==> config.mk <==
export PLATFORM = sky130hd
export DESIGN_NAME = hamming_dec_arbiter
export DESIGN_NICKNAME = d
export VERILOG_FILES = /design/src/rtl/hamming_dec_arbiter.sv
export SDC_FILE = /design/constraint.sdc
export NUM_CORES = 1
export LEC_CHECK = 0
export BUFFER_PORTS_ARGS = -buffer_cell sky130_fd_sc_hd__buf_2
export CORE_UTILIZATION = 40
export DETAILED_ROUTE_END_ITERATION = 16
export REMOVE_ABC_BUFFERS = 1
export SLEW_MARGIN = 20
export SYNTH_ARGS = -nofsm -noshare
export SYNTH_HDL_FRONTEND = slang
export SYNTH_SLANG_ARGS = --single-unit
export TNS_END_PERCENT = 5
==> constraint.sdc <==
create_clock -name CLK -period 3.1 [get_ports CLK]
set_input_delay 0.465 -clock CLK [delete_from_list [all_inputs] [get_ports CLK]]
set_output_delay 0.465 -clock CLK [all_outputs]
set_load 0.05 [all_outputs]
==> src/rtl/hamming_dec_arbiter.sv <==
// Two-requester arbiter in front of one shared SECDED(11,6) decoder.
// The decoded result is tagged with the owner ID, and saturating error counters are kept for status.
module hamming_dec_arbiter #(
  parameter int CNT_W      = 8,
  parameter bit FIXED_PRIO = 1'b0
) (
  input  logic             CLK,
  input  logic             RST_N,
  input  logic             REQ0,
  input  logic [11:1]      CW0,
  output logic             GNT0,
  input  logic             REQ1,
  input  logic [11:1]      CW1,
  output logic             GNT1,
  output logic             OUT_VALID,
  input  logic             OUT_READY,
  output logic             OUT_ID,
  output logic [6:1]       OUT_DATA,
  output logic [4:1]       OUT_ERROR_CODE,
  output logic             OUT_SINGLE,
  output logic             OUT_DOUBLE,
  input  logic             CLR_CNT,
  output logic [CNT_W-1:0] SINGLE_CNT,
  output logic [CNT_W-1:0] DOUBLE_CNT,
  output logic [1:0]       DBG_STATE
);

  // Handshakes: REQx & GNTx in a cycle moves CWx in at the next edge; OUT_VALID & OUT_READY
  // retires the result. OUT_* stays frozen while OUT_VALID is high and OUT_READY is low.
  typedef enum logic [1:0] {
    S_IDLE    = 2'd0,
    S_DECODE  = 2'd1,
    S_PRESENT = 2'd2
  } state_e;

  state_e           state_q, state_d;
  logic             last_id_q, last_id_d;
  logic [11:1]      cw_q, cw_d;
  logic             id_q, id_d;
  logic             out_valid_q, out_valid_d;
  logic             out_id_q, out_id_d;
  logic [6:1]       out_data_q, out_data_d;
  logic [4:1]       out_code_q, out_code_d;
  logic             out_single_q, out_single_d;
  logic             out_double_q, out_double_d;
  logic [CNT_W-1:0] single_cnt_q, single_cnt_d;
  logic [CNT_W-1:0] double_cnt_q, double_cnt_d;

  logic        can_grant, pick1, gnt0, gnt1, accept;
  logic [4:1]  syn;
  logic        op, is_single, is_double;
  logic [11:1] corr;

  always_comb begin
    can_grant = RST_N && ((state_q == S_IDLE) || ((state_q == S_PRESENT) && OUT_READY));
    pick1     = REQ1;
    if (REQ0 && REQ1) pick1 = FIXED_PRIO ? 1'b0 : ~last_id_q;
    gnt0   = can_grant && REQ0 && !pick1;
    gnt1   = can_grant && REQ1 && pick1;
    accept = gnt0 || gnt1;
  end

  assign GNT0 = gnt0;
  assign GNT1 = gnt1;

  always_comb begin
    syn[1] = cw_q[1] ^ cw_q[3] ^ cw_q[5] ^ cw_q[7] ^ cw_q[9];
    syn[2] = cw_q[2] ^ cw_q[3] ^ cw_q[6] ^ cw_q[7] ^ cw_q[10];
    syn[3] = cw_q[4] ^ cw_q[5] ^ cw_q[6] ^ cw_q[7];
    syn[4] = cw_q[8] ^ cw_q[9] ^ cw_q[10];
    op        = ^cw_q;
    is_single = op && (syn <= 4'd10);
    is_double = (!op && (syn != 4'd0)) || (op && (syn > 4'd10));
    // Only a single error in positions 1..10 flips a bit; otherwise the raw bits pass through.
    corr = cw_q;
    for (int i = 1; i <= 10; i++) begin
      if (op && (syn == 4'(i))) corr[i] = ~cw_q[i];
    end
  end

  always_comb begin
    state_d      = state_q;
    last_id_d    = last_id_q;
    cw_d         = cw_q;
    id_d         = id_q;
    out_valid_d  = out_valid_q;
    out_id_d     = out_id_q;
    out_data_d   = out_data_q;
    out_code_d   = out_code_q;
    out_single_d = out_single_q;
    out_double_d = out_double_q;
    single_cnt_d = single_cnt_q;
    double_cnt_d = double_cnt_q;

    case (state_q)
      S_IDLE: begin
        if (accept) state_d = S_DECODE;
      end
      S_DECODE: begin
        state_d      = S_PRESENT;
        out_valid_d  = 1'b1;
        out_id_d     = id_q;
        out_data_d   = {corr[10], corr[9], corr[7], corr[6], corr[5], corr[3]};
        out_code_d   = syn;
        out_single_d = is_single;
        out_double_d = is_double;
        if (is_single && (single_cnt_q != {CNT_W{1'b1}})) single_cnt_d = single_cnt_q + CNT_W'(1);
        if (is_double && (double_cnt_q != {CNT_W{1'b1}})) double_cnt_d = double_cnt_q + CNT_W'(1);
      end
      S_PRESENT: begin
        if (OUT_READY) begin
          out_valid_d = 1'b0;
          state_d     = accept ? S_DECODE : S_IDLE;
        end
      end
      default: state_d = S_IDLE;
    endcase

    if (accept) begin
      cw_d      = gnt1 ? CW1 : CW0;
      id_d      = gnt1;
      last_id_d = gnt1;
    end

    // Clear has priority over an increment landing in the same cycle.
    if (CLR_CNT) begin
      single_cnt_d = '0;
      double_cnt_d = '0;
    end
  end

  always_ff @(posedge CLK or negedge RST_N) begin
    if (!RST_N) begin
      state_q      <= S_IDLE;
      last_id_q    <= 1'b1;
      cw_q         <= '0;
      id_q         <= 1'b0;
      out_valid_q  <= 1'b0;
      out_id_q     <= 1'b0;
      out_data_q   <= '0;
      out_code_q   <= '0;
      out_single_q <= 1'b0;
      out_double_q <= 1'b0;
      single_cnt_q <= '0;
      double_cnt_q <= '0;
    end else begin
      state_q      <= state_d;
      last_id_q    <= last_id_d;
      cw_q         <= cw_d;
      id_q         <= id_d;
      out_valid_q  <= out_valid_d;
      out_id_q     <= out_id_d;
      out_data_q   <= out_data_d;
      out_code_q   <= out_code_d;
      out_single_q <= out_single_d;
      out_double_q <= out_double_d;
      single_cnt_q <= single_cnt_d;
      double_cnt_q <= double_cnt_d;
    end
  end

  assign OUT_VALID      = out_valid_q;
  assign OUT_ID         = out_id_q;
  assign OUT_DATA       = out_data_q;
  assign OUT_ERROR_CODE = out_code_q;
  assign OUT_SINGLE     = out_single_q;
  assign OUT_DOUBLE     = out_double_q;
  assign SINGLE_CNT     = single_cnt_q;
  assign DOUBLE_CNT     = double_cnt_q;
  assign DBG_STATE      = state_q;

endmodule

==> results.ini, run 1 <==
[yosys]
synth_top_family_by_area=simple AND/OR/NAND/NOR gates
synthTopCellsByArea=dfrtp_1 44%, xnor2_1 5.9%, mux2i_1 5.6%
synth_cell_type_count=45
synthAdderAreaFrac_pct=0.995
synth-async-reset-ratio_pct=100
syn_area_mm2=0.00251
yosysTopAreaCellShare_pct=43.8
yosysSeqAreaShare_pct=44.8
synth_edf_count=0
yosysWarnings=0
synth_compound_area_share_pct=11.0
synth-main-ff-cell=dfrtp_1
synth_xor_area_share_pct=14.5
synth_area_per_cell_um2=9.79
synth-seq-cells=45
synth_top_area_cell=dfrtp_1
syn_inst=257
synth_mux_area_share_pct=7.46
synthSimpleGateAreaFrac_pct=18.7

[pwr]
internal_power_mw=1.81
pwr-share-seq_pct=25.2
p_leak_nw=1.47
p_sw_mw=1.95
swShare_pct=52.0
cellPowerDensity_mw_per_mm2=1260
vdd.ir_drop.worst_v=0.000636
p_comb_share_pct=65.4
p_clk_share_pct=9.3
fin_total_pwr_mw=3.76

[floorplanning]
die_x_um=81.3
initial_core_util_pct=42.0
core_mm2=0.00599
pin_count=62
rows=28
die_y_um=81.3
dieArea_mm2=0.00661

[run_status]
outcome=complete, no violations

[timing]
fmax_ghz=0.373
worst_slew_pin_slew_ns=0.565
period_needed_ns=2.68
rsz0062_at_grt=false
period_share_pct=86.6
relSlewSlack_pct=62.3
hold_viol=0
final.setup.tns_ns=0
hold_ws_ns=0.312
finalMaxSlewViolations=0
setup_ws_ns=0.416
setup_viol=0
fin_skew_ns=0.00496

[global_routing]
antenna_found_initial=0
grt_pass1_vias=1843
grt_max_degree=46
grt_overflow=0
grt.total_usage_pct=17.1
grt_pass1_wl_um=8580

[critical_path]
critPathMaxFanout=8
crit_start=cw_q[6]$_DFFE_PN0P_
critPathKind=flip-flop to flip-flop
required_ns=3.29
cp-end-kind=flip-flop
cp.arrival_ns=2.87
timing.rr.start=cw_q[6]$_DFFE_PN0P_
start_kind=flip-flop
rrSetupSlack_ns=0.42

[routing]
drt_iter0_markers=87
drc=0
avgRoutedWirePerCell_um=13.1
vias_per_cell=5.04
detail_route.first_pass.iterations=4
ant_nets=0
num_vias=1992
finalWirelength_um=5170

[clock_network]
post_cts_buffers=0
clock_sinks=45
cts_tree=yes
cts-root-buf=clkbuf_8
cts.clk_slew.worst_paths_ns=0.08
ctsHtreeMaxLevel=2
clk_latency_ns=0.30
clk_path_buf_depth=2
cts_hold_buf=0
cts_made_buffers=5
cts_resized=0

[placement]
dpl_cell_area_mm2=0.00291
port_buffers=61
dp.cells=387
place_ws_ns=0.402
place_hpwl_um=3920
globalplace.congestion=0.827

[finish]
antenna_cells=0
nets=349
fin_cells=395
drive_above_1_share_pct=27.2
area_growth_pct=18.9
fin_area_mm2=0.00299
final_core_util_pct=49.9

[hold_path]
hold_path_class=input pin to asynchronous set/reset pin

[run]
maxCapViolations=0

area by class of cell:
| type | instances | area (µm²) |
|---|---|---|
| Fill cell | 569 | 3000 |
| Multi-Input combinational cell | 196 | 1330 |
| Sequential cell | 45 | 1130 |
| Timing Repair Buffer | 66 | 343 |
| Tap cell | 75 | 93.8 |
| Clock buffer | 8 | 80.1 |
| Inverter | 5 | 18.8 |
cells by family (layout without fill, tap and decap cells):
logic type                 count (synthesis)  count (layout)
AOI/OAI and AO/OA                         44              44
xor gates and xnor gates                  33              33
adders and majority gates                  2               2
buffers and inverters                     16              79
DFF                                       45              45
muxes                                     18              18
and+or+nand+nor                           99              99
worst paths after layout:
kind / end / depth (start not counted)
worst min-delay path: DOUBLE_CNT[7]$_DFFE_PN0P_ / 2
min in group CLK: cw_q[5]$_DFFE_PN0P_ / 3
worst max register to register: DOUBLE_CNT[7]$_DFFE_PN0P_ / 7
max in group asynchronous: OUT_ERROR_CODE[4]$_DFFE_PN0P_ / 2
worst min register to register: last_id_q$_DFFE_PN1P_ / 2
worst max-delay path: DOUBLE_CNT[7]$_DFFE_PN0P_ / 7
power by group through the flow:
stage                     Combinational (mW)  Sequential [mW]  Clock (mW)
final                                   2.46            0.948       0.351
after CTS                               2.49            0.953       0.360
after floorplan                         1.61             1.31           0
after global routing                    2.69            0.982       0.388
after global placement                  2.44            0.960           0
after detailed placement                2.48            0.964           0
placed cells by master (no fill, tap or decap), types with 2 or more instances in the layout:
cell type	count
a2111oi_2	2
a21oi_1	18
and3_1	2
buf_2	61
buf_4	5
clkbuf_1	3
clkbuf_8	5
dfrtp_1	44
ha_1	2
inv_1	5
mux2_2	2
mux2i_1	14
nand2_1	30
nand2b_1	4
nand3_1	7
nand4_1	6
nor2_1	33
nor2b_1	2
nor3_1	5
nor4_1	2
o21ai_0	13
o31ai_1	2
or4_1	2
xnor2_1	17
xnor2_2	3
xnor3_1	2
xor2_1	9
Yosys cell counts (all sizes together) (2+ instances only):
library cell  number
nand3              8
a2111oi            2
xor2              10
nor2b              2
ha                 2
and3               2
xnor2             21
nand2b             4
xnor3              2
dfrtp             44
nor3b              2
clkbuf            10
mux2               3
o31ai              2
a31o               2
inv                5
a211oi             2
nor2              33
nand4              6
mux2i             15
or4                2
nor4               2
nand2             30
o21ai             13
nor3               5
a21oi             18
registers in the layout, summed over array words and instances, names as in the netlist:
name and cells:
SINGLE_CNT 8, last_id_q 1, OUT_DATA 6, OUT_ERROR_CODE 4, OUT_SINGLE 1, DOUBLE_CNT 8
OUT_VALID 1, DBG_STATE 2, cw_q 11, OUT_DOUBLE 1, OUT_ID 1, id_q 1
routing by layer:
metal | wire length [µm] | up-vias | track usage, %
li1 | - | 1016 | -
met1 | 2450 | 925 | 23.7
met2 | 2380 | 43 | 25.7
met3 | 211 | 8 | 3.93
met4 | 131 | 0 | 6.61
met5 | 0 | - | 0
critical path, cell delays in order (launching register included):
cell	delay, ns
dfrtp_1	0.46
xnor2_2	0.36
xor2_2	0.24
or3_1	0.41
a211oi_2	0.53
nor3b_4	0.12
nand4_1	0.13
mux2_1	0.33
(Power assumes the default switching activity.)
==> run 2, diff against run 1 <==
--- a/config.mk
+++ b/config.mk
@@ -8,6 +8,7 @@
 export BUFFER_PORTS_ARGS = -buffer_cell sky130_fd_sc_hd__buf_2
 export CORE_UTILIZATION = 40
 export DETAILED_ROUTE_END_ITERATION = 16
+export RECOVER_POWER = 100
 export REMOVE_ABC_BUFFERS = 1
 export SLEW_MARGIN = 20
 export SYNTH_ARGS = -nofsm -noshare
==> run 2 against run 1 <==
  * The run now ends with capacitance limit, slew limit left
  * Fmax up 1.3%
  * Largest power group unchanged
  * Sequential share of layout area up 0.97 points
  * Cell count is the same
  * Global-route usage is the same
  * Power decreased by 3.7%
  * Non-clock buffer count stayed put
  * Clock power about the same
  * Critical path type unchanged
  * Die area unchanged
  * Combinational power decreased by 6%
  * Largest cell class unchanged
==> results.ini, run 2 (synthesis results as in run 1) <==
[finish]
area_growth_pct=15.9
drive_above_1_share_pct=14.7  ; -12 points
fin_area_mm2=0.00291  ; -2.5%
multi_input_area_mm2=0.00130  ; -1.9%
nets=349  ; unchanged
largest_reg_flops=11  ; unchanged
regArea_mm2=0.00113  ; unchanged
nFillCells=590  ; +3.7%
layout_commonest_cell=dfrtp_1
regMostFlops=cw_q
fin_cells=395  ; unchanged
antenna_cells=0  ; unchanged
layout_common_cells=44 x dfrtp_1, 39 x clkbuf_1, 33 x nor2_1, 30 x nand2_1, 27 x buf_2

[hold_path]
hold_depth=3
min-delay-start=CW1[5]
min_to=cw_q[5]$_DFFE_PN0P_
hold_path_class=input pin to flip-flop

[routing]
drc=0  ; unchanged
num_vias=1994  ; +0.10%
finalWirelength_um=5180  ; +0.31%
ant_nets=0  ; unchanged
drt_iter0_markers=73  ; -16%
detail_route.first_pass.iterations=4  ; unchanged
avgRoutedWirePerCell_um=13.1  ; +0.31%
vias_per_cell=5.05  ; +0.10%

[global_routing]
grtUsageMet2_pct=25.7  ; unchanged
grt.total_usage_pct=17.1  ; unchanged
grt-busiest-layer=met2
grt_pass1_wl_um=8580  ; unchanged
grt_overflow=0  ; unchanged
antenna_found_initial=0  ; unchanged
grt_pass1_vias=1843  ; unchanged
use_met1_pct=23.7  ; unchanged
grt_max_degree=46  ; unchanged
grtUsageMet3_pct=3.93  ; unchanged

[timing]
final.setup.tns_ns=0  ; unchanged
relSlewSlack_pct=-57.6  ; -120 points
hold_viol=0  ; unchanged
period_needed_ns=2.65  ; -0.0333 ns
rsz0062_at_grt=false
worst_slew_pin_slew_ns=2.36  ; +1.80 ns
fmax_ghz=0.377  ; +1.3%
fin_skew_ns=0.00495  ; -0.00000652 ns
finalMaxSlewViolations=46  ; +46
period_share_pct=85.5  ; -1.1 points
setup_viol=0  ; unchanged

[floorplanning]
core_mm2=0.00599  ; unchanged
dieArea_mm2=0.00661  ; unchanged
pin_count=62  ; unchanged
initial_core_util_pct=42.0  ; unchanged
die_x_um=81.3  ; unchanged
rows=28  ; unchanged
die_y_um=81.3  ; unchanged

[pwr]
cellPowerDensity_mw_per_mm2=1240  ; -1.2%
vdd.ir_drop.worst_v=0.000598  ; -5.9%
p_leak_nw=1.33  ; -9.7%

[critical_path]
crit_slowest_cell=dfrtp_1
critPathMaxFanout=6  ; -2
required_ns=3.32  ; +0.03 ns
reg2reg_depth=7  ; unchanged
r2r-end=SINGLE_CNT[5]$_DFFE_PN0P_
cp.arrival_ns=2.87  ; about the same
cp_num_buf_inv=0  ; unchanged
start_kind=flip-flop
cp-end-kind=flip-flop
crit_chain=xnor2_4 -> xnor3_1 -> a2111oi_0 -> a211o_2 -> nand3_1 -> or4_1 -> a21oi_1
rrSetupSlack_ns=0.45  ; +0.03 ns
cpPeakStageDelay_ns=0.48  ; -0.05 ns
crit_family=compound AO/OA/AOI/OAI gates
critPathKind=flip-flop to flip-flop
timing.rr.start=cw_q[7]$_DFFE_PN0P_

[placement]
dp.cells=387  ; unchanged
globalplace.congestion=0.827  ; unchanged
port_buffers=61  ; unchanged
dpl_cell_area_mm2=0.00291  ; unchanged
place_hpwl_um=3920  ; unchanged

[clock_network]
cts-root-buf=clkbuf_8
clock_sinks=45  ; unchanged
cts_hold_buf=0  ; unchanged
clk_latency_ns=0.30  ; about the same
post_cts_buffers=0  ; unchanged
ctsHtreeMaxLevel=2  ; unchanged
cts.clk_slew.worst_paths_ns=0.08  ; about the same
cts_tree=yes
cts_made_buffers=5  ; unchanged
clk_path_buf_depth=2  ; unchanged
cts_resized=0  ; unchanged

[run_status]
outcome=finished, violations left
violations=capacitance limit, slew limit

[run]
maxCapViolations=1  ; +1

-- run 2: area by class of cell --
type                            count  share of cell area, %
Timing Repair Buffer               66                   10.0
Inverter                            5                  0.644
Tap cell                           75                   3.22
Multi-Input combinational cell    196                   44.7
Sequential cell                    45                   38.7
Clock buffer                        8                   2.75
-- run 2: report_power, final --
| part | total [mW] | switching [mW] | internal (mW) |
|---|---|---|---|
| registers | 0.951 | 0.178 | 0.773 |
| logic | 2.32 | 1.52 | 0.796 |
| clock network | 0.349 | 0.189 | 0.160 |
-- run 2: routing by layer --
layer / up-vias / part of all wire, %
met2: 42 / 46
met1: 932 / 48
met3: 7 / 4.1
li1: 1013 / -
met5: - / 0
met4: 0 / 2.4
-- run 2: worst max path at each step --
| stage | startpoint | end | slack [ns] | cells after the start |
|---|---|---|---|---|
| 2_1_floorplan | DBG_STATE[0]$_DFFE_PN0P_ | GNT0 | 0.52 | 3 |
| 3_3_place_gp | cw_q[6]$_DFFE_PN0P_ | DOUBLE_CNT[7]$_DFFE_PN0P_ | 0.52 | 7 |
| 3_5_place_dp | cw_q[6]$_DFFE_PN0P_ | DOUBLE_CNT[7]$_DFFE_PN0P_ | 0.40 | 7 |
| 4_1_cts | cw_q[6]$_DFFE_PN0P_ | DOUBLE_CNT[7]$_DFFE_PN0P_ | 0.40 | 7 |
| 5_1_grt | RST_N | OUT_DATA[6]$_DFFE_PN0P_ | 0.14 | 2 |
| 6_report | cw_q[7]$_DFFE_PN0P_ | SINGLE_CNT[5]$_DFFE_PN0P_ | 0.45 | 7 |
-- run 2: worst min-delay path, cell delays in order --
cell and delay [ns]:
buf_2 0.08, nor2_1 0.03, a21oi_1 0.10
-- run 2: through the flow --
step	worst slack [ns]	hold slack (ns)	util (%)	total power, mW
2_1_floorplan	0.518	0.169	-	2.92
3_3_place_gp	0.521	0.456	48.6	3.39
3_5_place_dp	0.402	0.461	48.6	3.44
4_1_cts	0.401	0.342	49.9	3.80
5_1_grt	0.142	0.413	48.6	3.92
6_report	0.449	0.411	48.6	3.62
==> run 3, diff against run 2 <==
--- a/config.mk
+++ b/config.mk
@@ -8,7 +8,7 @@
 export BUFFER_PORTS_ARGS = -buffer_cell sky130_fd_sc_hd__buf_2
 export CORE_UTILIZATION = 40
 export DETAILED_ROUTE_END_ITERATION = 16
-export RECOVER_POWER = 100
+export RECOVER_POWER = 50
 export REMOVE_ABC_BUFFERS = 1
 export SLEW_MARGIN = 20
 export SYNTH_ARGS = -nofsm -noshare
==> run 3 against run 2 <==
  * The run still ends with capacitance limit, slew limit left
  * Hold slack got worse by 0.0039 ns
  * Die area stayed put
  * Wire length about the same
  * Clock-buffer cell count unchanged
  * First-iteration DRC count up 12%
  * Sequential power is essentially flat
  * Sequential share of layout area fell by 0.70 points
  * Power rose by 3.4%
  * Cell count is the same
  * Utilization is 0.90 points higher
==> results.ini, run 3 (synthesis results as in run 1) <==
[routing]
detail_route.first_pass.iterations=4  ; unchanged
drc=0  ; unchanged
drt_iter0_markers=82  ; +12%
vias_per_cell=5.04  ; -0.25%
finalWirelength_um=5190  ; about the same
avgRoutedWirePerCell_um=13.1  ; about the same
ant_nets=0  ; unchanged
num_vias=1989  ; -0.25%

[pwr]
vdd.ir_drop.worst_v=0.000635  ; +6.1%
cellPowerDensity_mw_per_mm2=1260  ; +1.5%
p_leak_nw=1.43  ; +7.7%

[critical_path]
cp.arrival_ns=2.87  ; about the same
crit_path_end=DOUBLE_CNT[7]$_DFFE_PN0P_
cp-end-kind=flip-flop
crit_start=cw_q[6]$_DFFE_PN0P_
required_ns=3.29  ; -0.03 ns
timing.rr.start=cw_q[6]$_DFFE_PN0P_
critPathKind=flip-flop to flip-flop
r2r-end=DOUBLE_CNT[7]$_DFFE_PN0P_
reg2reg_depth=7  ; unchanged
rrSetupSlack_ns=0.42  ; -0.03 ns
critPathMaxFanout=8  ; +2
start_kind=flip-flop

[finish]
area_growth_pct=18.0
nets=349  ; unchanged
antenna_cells=0  ; unchanged
regMostFlops=cw_q
drive_above_1_share_pct=23.1  ; +8.4 points
layout_commonest_cell=buf_2
layout_common_cells=50 x buf_2, 44 x dfrtp_1, 33 x nor2_1, 30 x nand2_1, 18 x a21oi_1
largest_reg_flops=11  ; unchanged

[run_status]
violations=capacitance limit, slew limit
outcome=finished, violations left

[floorplanning]
die_x_um=81.3  ; unchanged
die_y_um=81.3  ; unchanged
initial_core_util_pct=42.0  ; unchanged
core_mm2=0.00599  ; unchanged
pin_count=62  ; unchanged
dieArea_mm2=0.00661  ; unchanged
rows=28  ; unchanged

[timing]
setup_viol=0  ; unchanged
period_share_pct=86.5  ; +0.99 points
period_needed_ns=2.68  ; +0.0307 ns
worst_slew_pin_slew_ns=2.37  ; +0.00208 ns
relSlewSlack_pct=-57.7  ; -0.14 points
setup_ws_ns=0.418  ; -0.0307 ns
final.setup.tns_ns=0  ; unchanged
hold_viol=0  ; unchanged
rsz0062_at_grt=false
fin_skew_ns=0.00433  ; -0.000622 ns
fmax_ghz=0.373  ; -1.1%
finalMaxSlewViolations=46  ; unchanged

[hold_path]
hold_path_class=input pin to flip-flop

[global_routing]
antenna_found_initial=0  ; unchanged
grt_overflow=0  ; unchanged
grt_pass1_wl_um=8580  ; unchanged
grt_pass1_vias=1843  ; unchanged
grt_max_degree=46  ; unchanged
grt.total_usage_pct=17.1  ; unchanged

[placement]
port_buffers=61  ; unchanged
place_ws_ns=0.402  ; unchanged
globalplace.congestion=0.827  ; unchanged
place_hpwl_um=3920  ; unchanged

[clock_network]
cts_tree=yes
cts_made_buffers=5  ; unchanged
cts_hold_buf=0  ; unchanged
clk_path_buf_depth=2  ; unchanged
cts-root-buf=clkbuf_8
cts_resized=0  ; unchanged
post_cts_buffers=0  ; unchanged
cts.clk_slew.worst_paths_ns=0.08  ; about the same
clock_sinks=45  ; unchanged
ctsHtreeMaxLevel=2  ; unchanged
clk_latency_ns=0.30  ; about the same

[run]
maxCapViolations=1  ; unchanged

==> run 3: worst max-delay path, cell delays in order, from the launching register on <==
cell      delay (ns)
dfrtp_1         0.45
xnor2_2         0.36
xor2_2          0.24
or3_1           0.41
a211oi_2        0.53
nor3b_4         0.12
nand4_1         0.13
mux2_1          0.33
==> run 3: per-stage QoR <==
| stage | std cells | area (µm²) | hold slack [ns] | power (mW) | utilization, % |
|---|---|---|---|---|---|
| final | 395 | 2970 | 0.407 | 3.74 | 49.5 |
| after global routing | 395 | 2970 | 0.413 | 4.04 | 49.5 |
| after CTS | 395 | 2990 | 0.342 | 3.80 | 49.9 |
| after detailed placement | 387 | 2910 | 0.461 | 3.44 | 48.6 |
| after global placement | 387 | 2910 | 0.456 | 3.39 | 48.6 |
| after floorplan | 246 | 2470 | 0.169 | 2.92 | - |
==> run 3: cell type report <==
class                      count  area (µm²)
sequential                    45        1130
fill                         577        3020
clock buffer                   8        80.1
timing repair buffer          66         322
multi-input combinational    196        1330
inverter                       5        18.8
tap                           75        93.8
==> run 3: worst min-delay path by stage <==
stage	startpoint	to	slack, ns	depth (start not counted)
6_report	CW1[5]	cw_q[5]$_DFFE_PN0P_	0.41	3
5_1_grt	CW1[2]	cw_q[2]$_DFFE_PN0P_	0.41	3
4_1_cts	RST_N	DOUBLE_CNT[0]$_DFFE_PN0P_	0.34	2
3_5_place_dp	last_id_q$_DFFE_PN1P_	last_id_q$_DFFE_PN1P_	0.46	2
3_3_place_gp	id_q$_DFFE_PN0P_	id_q$_DFFE_PN0P_	0.46	2
2_1_floorplan	RST_N	DBG_STATE[0]$_DFFE_PN0P_	0.17	0
==> run 3: power breakdown <==
| part | switching [mW] | internal (mW) | leakage, nW |
|---|---|---|---|
| Combinational | 1.59 | 0.851 | 0.825 |
| Clock | 0.191 | 0.160 | 0.0395 |
| Sequential | 0.178 | 0.773 | 0.564 |
==> run 3: routing by layer <==
layer	global-route usage [%]	routed length (µm)
met4	6.61	131
met2	25.7	2370
met5	0	0
met1	23.7	2470
met3	3.93	212
